$ cat config.mk
export PLATFORM = sky130hd
export DESIGN_NAME = eth_header_parser
export DESIGN_NICKNAME = d
export VERILOG_FILES = /design/src/rtl/eth_header_parser.sv
export SDC_FILE = /design/constraint.sdc
export NUM_CORES = 1
export LEC_CHECK = 0
export CORE_AREA = 3 3 139 141
export CTS_BUF_LIST = sky130_fd_sc_hd__clkbuf_16
export CTS_CLUSTER_SIZE = 14
export DETAILED_ROUTE_END_ITERATION = 12
export DIE_AREA = 0 0 142 144
export GPL_TIMING_DRIVEN = 1
export HOLD_SLACK_MARGIN = 0.15
export PLACE_DENSITY_LB_ADDON = 0.12
export SLEW_MARGIN = 20
export SYNTH_ARGS = -nofsm -noshare
export SYNTH_HDL_FRONTEND = slang
export SYNTH_SLANG_ARGS = --single-unit
$ cat constraint.sdc
create_clock -name clk -period 3.8 [get_ports clk]
set_input_delay 0.76 -clock clk [delete_from_list [all_inputs] [get_ports clk]]
set_output_delay 0.76 -clock clk [all_outputs]
set_load 0.02 [all_outputs]
$ cat src/rtl/eth_header_parser.sv
// eth_header_parser
//   Receive-side Ethernet header parser. Consumes a byte-serial frame (no
//   preamble/SFD/FCS) and extracts the 14-byte header into host-order fields.
//   Payload bytes leave through a one-entry registered valid/ready stage.
//
//   Optional build macro ETH_MAC_FILTER_EN: when defined, frames whose
//   destination is neither LOCAL_MAC nor broadcast are dropped.
//
// Ports
//   clk, reset         clock, synchronous active-high reset
//   s_data/s_valid/s_last/s_ready   input frame stream (wire byte order)
//   m_data/m_valid/m_last/m_ready   output payload stream
//   mac_destination, mac_source, eth_type_length   parsed header fields
//   hdr_valid          pulse: header fields updated for an accepted frame
//   frame_done         pulse: end of any frame
//   len_err, runt_err  status, qualified by frame_done

module eth_header_parser #(
  parameter logic [47:0] LOCAL_MAC            = 48'he86a64e7e829,
  parameter int unsigned PACKET_PAYLOAD_BYTES = 128
) (
  input  logic        clk,
  input  logic        reset,
  input  logic [7:0]  s_data,
  input  logic        s_valid,
  input  logic        s_last,
  output logic        s_ready,
  output logic [7:0]  m_data,
  output logic        m_valid,
  output logic        m_last,
  input  logic        m_ready,
  output logic [47:0] mac_destination,
  output logic [47:0] mac_source,
  output logic [15:0] eth_type_length,
  output logic        hdr_valid,
  output logic        frame_done,
  output logic        len_err,
  output logic        runt_err
);

`ifdef ETH_MAC_FILTER_EN
  localparam bit FilterEn = 1'b1;
`else
  localparam bit FilterEn = 1'b0;
`endif

  localparam logic [15:0] ExpLen    = PACKET_PAYLOAD_BYTES[15:0];
  localparam logic [3:0]  LastHdrIdx = 4'd13;

  typedef enum logic [1:0] {StHeader, StPayload, StDrop} state_e;

  state_e        state_q, state_d;
  logic [3:0]    byte_idx_q, byte_idx_d;
  logic [103:0]  shadow_q, shadow_d;     // header bytes 0..12, byte 0 at the top
  logic [15:0]   pay_cnt_q, pay_cnt_d;
  logic [7:0]    m_data_q, m_data_d;
  logic          m_valid_q, m_valid_d;
  logic          m_last_q, m_last_d;
  logic [47:0]   dest_q, dest_d;
  logic [47:0]   src_q, src_d;
  logic [15:0]   type_q, type_d;
  logic          hdr_valid_q, hdr_valid_d;
  logic          frame_done_q, frame_done_d;
  logic          len_err_q, len_err_d;
  logic          runt_err_q, runt_err_d;

  logic          accept;
  logic          hdr_done;
  logic [111:0]  hdr_full;
  logic          dest_ok;
  logic          hdr_keep;
  logic [15:0]   pay_cnt_inc;

  // Length/type rule: lengths (<= 1500) must match the count; every frame
  // must also carry the configured payload size.
  function automatic logic len_mismatch(input logic [15:0] count, input logic [15:0] type_len);
    return ((type_len <= 16'd1500) && (count != type_len)) || (count != ExpLen);
  endfunction

  assign accept   = s_valid && s_ready;
  assign hdr_done = (byte_idx_q == LastHdrIdx);
  // Full header as it stands once byte 13 is on s_data.
  assign hdr_full = {shadow_q, s_data};
  assign dest_ok  = (hdr_full[111:64] == LOCAL_MAC) || (hdr_full[111:64] == 48'hFFFFFFFFFFFF);
  assign hdr_keep = !FilterEn || dest_ok;
  assign pay_cnt_inc = (pay_cnt_q == 16'hFFFF) ? pay_cnt_q : pay_cnt_q + 16'd1;

  // State register.
  always_ff @(posedge clk) begin
    if (reset) begin
      state_q <= StHeader;
    end else begin
      state_q <= state_d;
    end
  end

  // Next-state logic.
  always_comb begin
    state_d = state_q;
    unique case (state_q)
      StHeader: begin
        if (accept && hdr_done && !s_last) begin
          state_d = hdr_keep ? StPayload : StDrop;
        end
      end
      StPayload, StDrop: begin
        if (accept && s_last) begin
          state_d = StHeader;
        end
      end
      default: state_d = StHeader;
    endcase
  end

  // FSM outputs: only the payload state can stall on the output register.
  always_comb begin
    s_ready = 1'b1;
    if (state_q == StPayload) begin
      s_ready = !m_valid_q || m_ready;
    end
  end

  // Datapath next-state.
  always_comb begin
    byte_idx_d   = byte_idx_q;
    shadow_d     = shadow_q;
    pay_cnt_d    = pay_cnt_q;
    m_data_d     = m_data_q;
    m_valid_d    = m_valid_q;
    m_last_d     = m_last_q;
    dest_d       = dest_q;
    src_d        = src_q;
    type_d       = type_q;
    hdr_valid_d  = 1'b0;
    frame_done_d = 1'b0;
    len_err_d    = 1'b0;
    runt_err_d   = 1'b0;

    // Held byte drains independently of the input side, so the next header
    // can be parsed while the previous frame's last byte is still waiting.
    if (m_valid_q && m_ready) begin
      m_valid_d = 1'b0;
      m_last_d  = 1'b0;
    end

    unique case (state_q)
      StHeader: begin
        if (accept) begin
          shadow_d = {shadow_q[95:0], s_data};
          if (hdr_done) begin
            byte_idx_d = 4'd0;
            pay_cnt_d  = 16'd0;
            if (hdr_keep) begin
              dest_d      = hdr_full[111:64];
              src_d       = hdr_full[63:16];
              type_d      = hdr_full[15:0];
              hdr_valid_d = 1'b1;
            end
            if (s_last) begin
              frame_done_d = 1'b1;
              len_err_d    = hdr_keep && len_mismatch(16'd0, hdr_full[15:0]);
            end
          end else if (s_last) begin
            byte_idx_d   = 4'd0;
            frame_done_d = 1'b1;
            runt_err_d   = 1'b1;
          end else begin
            byte_idx_d = byte_idx_q + 4'd1;
          end
        end
      end
      StPayload: begin
        if (accept) begin
          m_data_d  = s_data;
          m_valid_d = 1'b1;
          m_last_d  = s_last;
          pay_cnt_d = pay_cnt_inc;
          if (s_last) begin
            frame_done_d = 1'b1;
            len_err_d    = len_mismatch(pay_cnt_inc, type_q);
          end
        end
      end
      StDrop: begin
        if (accept && s_last) begin
          frame_done_d = 1'b1;
        end
      end
      default: ;
    endcase
  end

  always_ff @(posedge clk) begin
    if (reset) begin
      byte_idx_q   <= 4'd0;
      shadow_q     <= '0;
      pay_cnt_q    <= 16'd0;
      m_data_q     <= 8'd0;
      m_valid_q    <= 1'b0;
      m_last_q     <= 1'b0;
      dest_q       <= 48'd0;
      src_q        <= 48'd0;
      type_q       <= 16'd0;
      hdr_valid_q  <= 1'b0;
      frame_done_q <= 1'b0;
      len_err_q    <= 1'b0;
      runt_err_q   <= 1'b0;
    end else begin
      byte_idx_q   <= byte_idx_d;
      shadow_q     <= shadow_d;
      pay_cnt_q    <= pay_cnt_d;
      m_data_q     <= m_data_d;
      m_valid_q    <= m_valid_d;
      m_last_q     <= m_last_d;
      dest_q       <= dest_d;
      src_q        <= src_d;
      type_q       <= type_d;
      hdr_valid_q  <= hdr_valid_d;
      frame_done_q <= frame_done_d;
      len_err_q    <= len_err_d;
      runt_err_q   <= runt_err_d;
    end
  end

  assign m_data          = m_data_q;
  assign m_valid         = m_valid_q;
  assign m_last          = m_last_q;
  assign mac_destination = dest_q;
  assign mac_source      = src_q;
  assign eth_type_length = type_q;
  assign hdr_valid       = hdr_valid_q;
  assign frame_done      = frame_done_q;
  assign len_err         = len_err_q;
  assign runt_err        = runt_err_q;

endmodule
# --- Word-level counts from Yosys, hierarchy flattened ---
# Cells that the tools add are included.
word_totals:
  regBits: 252
  inputBits: 13
  output_inout_bits: 127
  wordCells: 78
op_classes:
  addsub: 2
  n_lt_le_gt_ge: 1
  n_eq_ne: 11
  n_mux: 27
  bitwise: 2
  n_reduce_logical: 21
op_table:
  columns: ["op", "n"]
  rows:
  - ["$mux 16", 4]
  - ["$pmux 16 s2", 1]
  - ["$add 16x1->16 const B", 1]
  - ["$eq 16x16->1 const B", 1]
  - ["$le 16x11->1 const B", 1]
  - ["$ne 16x16->1", 1]
  - ["$ne 16x8->1 const B", 1]
  - ["$mux 1", 15]
  - ["$ne 2x2->1 const B", 5]
  - ["$mux 4", 2]
  - ["$logic_and 1x1->1", 6]
  - ["$reduce_and 2->1", 3]
  - ["$add 4x1->4 const B", 1]
  - ["$eq 4x4->1 const B", 1]
  - ["$mux 2", 2]
  - ["$pmux 1 s2", 2]
  - ["$pmux 2 s2", 1]
  - ["$reduce_and 4->1", 1]
  - ["$reduce_or 2->1", 2]
  - ["$reduce_or 4->1", 1]
  - ["$reduce_and 3->1", 1]
  - ["$reduce_or 3->1", 1]
  - ["$eq 2x1->1 const B", 1]
  - ["$eq 2x2->1 const B", 1]
  - ["other kinds (5)", 8]

# --- Longest topological paths before layout ---
# Gate-level depths: netlist (run 1).
logic_depth:
  word_depth: 8
  ltp_mapped: 10
  depth_no_buf: 9

# --- Least setup slack after synthesis (run 1) ---
# OpenSTA, ideal clock, no wires.
synth_timing:
  path_kind: "register -> register"
  startpoint: "register pay_cnt_q[0]"
  endpoint: "register len_err_q, in the netlist len_err"
  setup_time_ns: 0.120
  t_arrival_ns: 2.883
  t_required_ns: 3.680
  setup_slack_ns: 0.797
  path_stages_with_launch: 11
  n_path_buf: 1
  period_less_slack_ns: 3.003
  path_cell_list: "dfxtp_1 -> ha_1 -> nand2_1 -> or4_4 -> buf_6 -> nor3b_4 -> a22o_1 -> or4_1 -> nor4_1 -> a41oi_1 -> o31a_1"
synth_between:
  elab_chain_cells: 8
  elab_cells_between_ends: 10
  classes_between: "1 x add/sub; 3 x eq/ne; 4 x mux; 2 x reduce/logical"
synth_lines:
  columns: ["element", "line_no", "text"]
  rows:
  - ["from (decl)", "55", "logic [15:0] pay_cnt_q, pay_cnt_d;"]
  - ["from (signal assigned)", "211", "pay_cnt_q <= pay_cnt_d;"]
  - ["$add 16x1->16 or $eq 16x16->1 (tied branches)", "86", "assign pay_cnt_inc = (pay_cnt_q == 16'hFFFF) ? pay_cnt_q : pay_cnt_q + 16'd1;"]
  - ["$mux 16 (*)", "86", null]
  - ["$ne 16x16->1", "77", "return ((type_len <= 16'd1500) && (count != type_len)) || (count != ExpLen);"]
  - ["$logic_and 1x1->1", "77", null]
  - ["$logic_or 1x1->1 (*)", "77", null]
  - ["$mux 1 (*)", "178", "if (s_last) begin"]
  - ["$mux 1 (*)", "173", "if (accept) begin"]
  - ["$pmux 1 s2 (*)", "146", "unique case (state_q)"]
  - ["to (signal assigned)", "220", "len_err_q <= len_err_d;"]
  - ["to (decl)", "64", "logic len_err_q, len_err_d;"]
# Every way passes the cells marked *; elsewhere a longest branch is shown, timed or not.
# A chain may end at the register's enable or synchronous reset.

# --- Final worst setup path (run 1) ---
# Ends and elaborated chain as after synthesis.

==> results of run 1 <==
-- area by class of cell --
class | instances | area [um2]
fillers | 1566 | 6046
flip-flops and latches | 251 | 5025
multi-input cells | 923 | 4329
repair buffers | 154 | 1580
clock buffers | 26 | 650.6
well taps | 229 | 286.5
clock inverters | 19 | 150.1
inverters | 5 | 18.77
-- cell usage in the layout, fill, tap and decap left out, drive strengths merged, types with 2 or more instances in the layout --
cell,netlist,routed
nand2,475,475
a21oi,259,259
dfxtp,251,251
clkdlybuf4s50,0,138
nand3,27,27
nor2,27,27
clkbuf,75,26
o21ai,21,21
buf,21,16
nor3,12,12
xnor2,12,12
clkinv,0,11
inv,5,10
and3,10,10
or3,7,7
xor2,7,7
nand2b,7,7
nand4,6,6
nor4,6,6
nor2b,4,4
or4,4,4
and2,4,4
a211oi,3,3
ha,3,3
a41oi,2,2
a31oi,2,2
a22oi,2,2
o32ai,2,2
o211ai,2,2
o221ai,2,2
o2111ai,2,2
bufinv,0,2
-- stage by stage --
stage | worst slack, ns | total power (W) | hold WS, ns | util
6_report | 0.4800 | 0.005176 | 0.4517 | 0.6657
5_1_grt | 0.3281 | 0.005365 | 0.4663 | 0.6657
4_1_cts | 0.4984 | 0.005223 | 0.4510 | 0.6657
3_5_place_dp | 0.5128 | 0.002838 | 0.4426 | 0.6214
3_3_place_gp | 0.5533 | 0.002839 | 0.4377 | 0.6214
2_1_floorplan | 0.7970 | 0.002789 | 0.4321 | -
-- per-layer routing --
layer,track usage,up-vias
li1,-,4401
met1,0.3510,4148
met2,0.4017,241
met3,0.04398,20
met4,0.05000,0
met5,0,-
-- power groups by stage --
| stage | Combinational [W] | Clock [W] | Sequential, W |
|---|---|---|---|
| after floorplan | 0.0000814 | 0 | 0.00271 |
| after global placement | 0.000129 | 0 | 0.00271 |
| after detailed placement | 0.000128 | 0 | 0.00271 |
| after CTS | 0.000129 | 0.00244 | 0.00265 |
| after global routing | 0.000140 | 0.00257 | 0.00265 |
| final | 0.000129 | 0.00239 | 0.00265 |
-- worst max-delay path by stage --
stage	startpoint	to	slack (ns)	cells after the start
finish	pay_cnt_q[0]	len_err	0.48	9
global route	pay_cnt_q[0]	len_err	0.33	9
CTS	pay_cnt_q[0]	len_err	0.50	9
detailed placement	pay_cnt_q[0]	len_err	0.51	9
global placement	pay_cnt_q[0]	len_err	0.55	9
floorplan	pay_cnt_q[0]	len_err	0.80	10
-- registers in the layout, summed over array words and instances (netlist names) --
signal	flops
m_valid	1
m_data	8
byte_idx_q	4
len_err	1
hdr_valid	1
m_last	1
state_q	1
runt_err	1
mac_destination	48
eth_type_length	16
shadow_q	104
pay_cnt_q	16
frame_done	1
mac_source	48
-- cells by family (layout without fill, tap and decap cells) --
kind of cell | after synthesis | after routing
DFF | 251 | 251
muxes | 1 | 1
xor gates and xnor gates | 19 | 19
AOI/OAI and AO/OA | 308 | 308
and+or+nand+nor | 592 | 592
adders and majority gates | 3 | 3
buffers and inverters | 101 | 204
-- critical path, stage by stage, from the launching register on --
cell	delay, ns
dfxtp_1	0.46
ha_1	0.28
nand2_1	0.19
or4_4	0.58
nor3b_4	0.19
a22o_1	0.21
or4_1	0.52
nor4_1	0.32
a41oi_1	0.15
o31a_1	0.31
==> flow_metrics.py, run 1 <==
metrics = {
    "timing": {
        "tightest_slew_ns": 0.8403,
        "setup_viol": 0,
        "period_needed_ns": 3.320,
        "finalSetupTns_ns": 0,
        "slew_violations": 0,
        "finalHoldViolations": 0,
        "timing.slew.headroom": 0.4398,
        "fin_worst_skew_ns": 0.01033,
        "rsz0062_at_grt": "false",
        "fmaxAchievable_ghz": 0.3012,
        "post-route-period-util": 0.8737,
    },
    "drt": {
        "vias": 8810,
        "wl_met3_mm": 1.487,
        "wl_met2_mm": 12.50,
        "wl_met1_mm": 11.85,
        "dr.pass1.iters": 5,
        "drt_iter0_drc": 687,
        "routedWlPerCell_um": 16.26,
        "vias_per_cell": 5.482,
        "drcViolationCount": 0,
        "top_layer": "met4",
        "drt_wl_total_mm": 26.13,
        "ant_nets": 0,
    },
    "hold_path": {
        "hold_path.class": "flop to flop",
        "hold_start": "mac_destination[40]",
        "holdPathStages": 2,
        "hold_end": "mac_destination[40]",
    },
    "floorplanning": {
        "pin_count": 140,
        "die_area_um2": 20450,
        "dieWidth_um": 142,
        "coreArea_um2": 18090,
        "start_util": 0.5381,
        "row_count": 49,
        "dieHeight_um": 144,
    },
    "clocking": {
        "cts.repair.resized": 0,
        "cts_buffer_depth": 3,
        "clk_pin_slew_worst_paths_ns": 0.06,
        "clk_root_buffer_cell": "clkbuf_16",
        "clk_latency_ns": 0.52,
        "post_cts_buffers": 0,
        "htreeDepth": 1,
        "ctsHoldBuffers": 0,
        "clkSinkCount": 251,
        "cts_inserted_buffers": 26,
        "cts_tree": "done",
    },
    "synthesis": {
        "yosys.area_share.simple": 0.2524,
        "synthDistinctLibCells": 53,
        "synth_warnings": 0,
        "yosys.cell_count.top_type": "nand2_1",
        "netlist.area_leader.share": 0.5163,
        "synth_area_leaders": "dfxtp_1 (52%), nand2_1 (18%), a21oi_1 (13%), clkbuf_1 (2.9%), nand3_1 (1.3%)",
        "async_flop_share": 0,
        "netlist_instances": 1275,
        "synth-adder-area-share": 0.003857,
        "synth.largest_area_cell": "dfxtp_1",
        "synth_area_um2": 9732,
        "synth_compound_area_frac": 0.1674,
        "synthXorXnorAreaFrac": 0.01710,
        "synth_edf_count": 0,
        "ys_ff_latch": 251,
        "ys_top_cells_by_count": "nand2_1 (474), a21oi_1 (259), dfxtp_1 (251)",
        "synth_top_family_by_area": "simple AND/OR/NAND/NOR gates",
        "synth.avg_cell_area_um2": 7.633,
        "synth_ff_type": "dfxtp_1",
        "yosysSeqAreaShare": 0.5163,
        "syn_nets": 1291,
        "synth_mux_area_frac": 0.001029,
    },
    "cells_and_area": {
        "drive_gt1_frac": 0.04572,
        "final_nets": 1377,
        "design_area_um2": 12040,
        "fin_cells": 1607,
        "n_antenna_cell": 0,
        "syn_to_final_growth_pct": 23.72,
    },
    "worst_setup_path": {
        "critPathKind": "flop to flop",
        "worst-endpoint-required_ns": 4.21,
        "r2r_start": "pay_cnt_q[0]",
        "cp-end-kind": "flop",
        "r2r_end": "len_err",
        "crit_fanout": 7,
        "ff2ff_setup_slack_ns": 0.48,
        "r2r_cells": 9,
        "critPathLaunchType": "flop",
        "worst-endpoint-arrival_ns": 3.73,
    },
    "flow_run": {
        "drv_cap": 0,
    },
    "pwr": {
        "pwr-share-comb": 0.025,
        "power.share.clock": 0.463,
        "p_sw_frac": 0.2174,
        "power_switching_w": 0.001126,
        "peakVddDrop_v": 0.0004342,
        "power_density_nw_per_um2": 429.9,
        "total_leakage_power_nw": 3.939,
        "p_int_w": 0.004051,
        "p_seq_frac": 0.513,
    },
    "global_route": {
        "grt_max_degree": 112,
        "grt_use_total": 0.2478,
        "grt_overflow": 0,
        "grt_pass1_wl_mm": 41.70,
        "grt_pass1_vias": 7848,
        "antenna_found_initial": 0,
    },
    "placement": {
        "postPlaceCellArea_um2": 11240,
        "dp_hpwl_mm": 16.81,
        "gp_congestion": 0.8973,
        "dp_cells": 1562,
        "portBuffers": 139,
    },
    "status": {
        "status": "finished clean",
    },
}
Note: power is estimated with default switching activity, not from simulation.
==> run 2: changes to the inputs <==
--- a/config.mk
+++ b/config.mk
@@ -5,11 +5,11 @@
 export SDC_FILE = /design/constraint.sdc
 export NUM_CORES = 1
 export LEC_CHECK = 0
-export CORE_AREA = 3 3 139 141
+export CORE_AREA = 3 3 140 142
 export CTS_BUF_LIST = sky130_fd_sc_hd__clkbuf_16
 export CTS_CLUSTER_SIZE = 14
 export DETAILED_ROUTE_END_ITERATION = 12
-export DIE_AREA = 0 0 142 144
+export DIE_AREA = 0 0 143 145
 export GPL_TIMING_DRIVEN = 1
 export HOLD_SLACK_MARGIN = 0.15
 export PLACE_DENSITY_LB_ADDON = 0.12
==> constraint.sdc (replaced) <==
create_clock -name clk -period 3.09 [get_ports clk]
set_input_delay 0.618 -clock clk [delete_from_list [all_inputs] [get_ports clk]]
set_output_delay 0.618 -clock clk [all_outputs]
set_load 0.005 [all_outputs]
==> run 2 against run 1 <==
Net effect: via count increased by 0.92%; power is 24% higher; setup slack got worse by 0.32 ns; register-to-register slack got worse by 0.32 ns; critical endpoint unchanged; highest routed layer unchanged.
==> flow_metrics.py, run 2 (synthesized netlist as in run 1, its figures left out) <==
metrics = {
    "timing": {
        "fmaxAchievable_ghz": 0.3418,
        "rsz0062_at_grt": "false",
        "tightest_slew_ns": 0.9126,
        "post-route-period-util": 0.9469,
        "finalHoldViolations": 0,
        "period_needed_ns": 2.926,
        "slew_violations": 0,
        "setup_viol": 0,
        "timing.slew.headroom": 0.3860,
        "fin_worst_skew_ns": 0.009797,
    },
    "worst_setup_path": {
        "crit_path_top_delay_cell": "or4_1",
        "crit_chain": "ha_2, nand2_1, or4_4, nor3b_4, a22o_1, or4_1, nor4_2, a41oi_1, o31a_1",
        "slowest_delay_ns": 0.52,
        "worst-endpoint-required_ns": 3.50,
        "startpoint": "pay_cnt_q[1]",
        "critical_path.top_delay_family": "simple AND/OR/NAND/NOR gates",
        "critPathKind": "flop to flop",
        "worst-path-buf-inv": 0,
        "worst-endpoint-arrival_ns": 3.33,
        "cp-end-kind": "flop",
        "critPathLaunchType": "flop",
        "crit_fanout": 5,
        "r2r_start": "pay_cnt_q[1]",
    },
    "drt": {
        "vias_per_cell": 5.408,
        "drcViolationCount": 0,
        "drt_iter0_drc": 609,
        "ant_nets": 0,
        "dr.pass1.iters": 5,
        "vias": 8891,
        "drt_wl_total_mm": 27.34,
        "routedWlPerCell_um": 16.63,
    },
    "floorplanning": {
        "coreArea_um2": 18580,
        "dieWidth_um": 143,
        "dieHeight_um": 145,
        "start_util": 0.5238,
        "die_area_um2": 20740,
        "row_count": 50,
        "pin_count": 140,
    },
    "placement": {
        "dp_hpwl_mm": 18.05,
        "dp_cells": 1596,
        "gp_congestion": 0.9244,
        "portBuffers": 139,
        "postPlaceCellArea_um2": 11490,
    },
    "clocking": {
        "clk_root_buffer_cell": "clkbuf_16",
        "htreeDepth": 1,
        "clk_pin_slew_worst_paths_ns": 0.07,
        "cts_tree": "done",
        "cts_buffer_depth": 3,
        "ctsHoldBuffers": 0,
        "clk_latency_ns": 0.52,
        "post_cts_buffers": 0,
        "cts_inserted_buffers": 26,
        "clkSinkCount": 251,
    },
    "pwr": {
        "power_w": 0.006400,
        "power_density_nw_per_um2": 519.8,
        "peakVddDrop_v": 0.0005447,
        "total_leakage_power_nw": 4.100,
    },
    "cells_and_area": {
        "final_nets": 1406,
        "fin_util": 0.6626,
        "largest_reg_flops": 104,
        "fin_cells": 1644,
        "design_area_um2": 12310,
        "fillers": 1648,
        "drive_gt1_frac": 0.06671,
        "syn_to_final_growth_pct": 26.51,
        "top_register": "shadow_q",
        "final_common_cell": "nand2_1",
        "mostFrequentLayoutCells": "nand2_1 (473), a21oi_1 (259), dfxtp_1 (251), clkdlybuf4s50_1 (138), buf_4 (36)",
    },
    "hold_path": {
        "hold_start": "shadow_q[97]",
        "hold_path.class": "flop to flop",
    },
    "global_route": {
        "grt_use_total": 0.2587,
        "grt_pass1_wl_mm": 44.17,
        "grt_max_degree": 112,
        "grt_overflow": 0,
        "grt_pass1_vias": 8302,
        "antenna_found_initial": 1,
    },
    "status": {
        "status": "finished clean",
    },
    "flow_run": {
        "drv_cap": 0,
    },
}
==> run 2: per-stage QoR <==
step	setup slack (ns)	setup TNS [ns]	hold WS (ns)
2_1_floorplan	0.08696	0	0.4321
3_3_place_gp	0.04956	0	0.4375
3_5_place_dp	-0.009156	-0.009156	0.4447
4_1_cts	0.02051	0	0.4539
5_1_grt	0.02798	0	0.4679
6_report	0.1641	0	0.4520
==> run 2: repair_timing <==
item,in CTS,in global routing
pin swaps,0,1
resized for setup,1,1
setup endpoints to repair,1,1
==> run 2: routing by layer <==
layer,track usage,vias to the layer above,wire (um)
met4,0.06559,0,520
met5,0,-,0
met2,0.4079,216,12960
met3,0.04285,39,1390
li1,-,4457,-
met1,0.3699,4179,12470
==> run 2: final cells by class <==
cell class                      count  area, um2  share of cell area
Antenna cell                        1      2.502           0.0002033
Clock buffer                       26      650.6             0.05285
Clock inverter                     21      161.4             0.01311
Inverter                            5      18.77            0.001524
Multi-Input combinational cell    923       4338              0.3523
Sequential cell                   251       5025              0.4081
Tap cell                          234      292.8             0.02378
Timing Repair Buffer              183       1823              0.1481
==> run 2: where the power goes <==
group	switching [W]	internal (W)
logic	0.000120	0.0000387
clock network	0.00128	0.00170
registers	0.0000116	0.00325
total	0.00141	0.00499
==> run 2: final timing paths <==
path	slack (ns)	depth (start not counted)	to
worst max-delay path	0.16	9	len_err
worst min-delay path	0.45	2	mac_destination[41]
worst max register to register	0.16	9	len_err
worst min register to register	0.45	2	mac_destination[41]
==> run 2: tightest hold or removal path: stages (launching register included) <==
cell and delay, ns:
dfxtp_1 0.31, nand2_1 0.05, a21oi_1 0.05
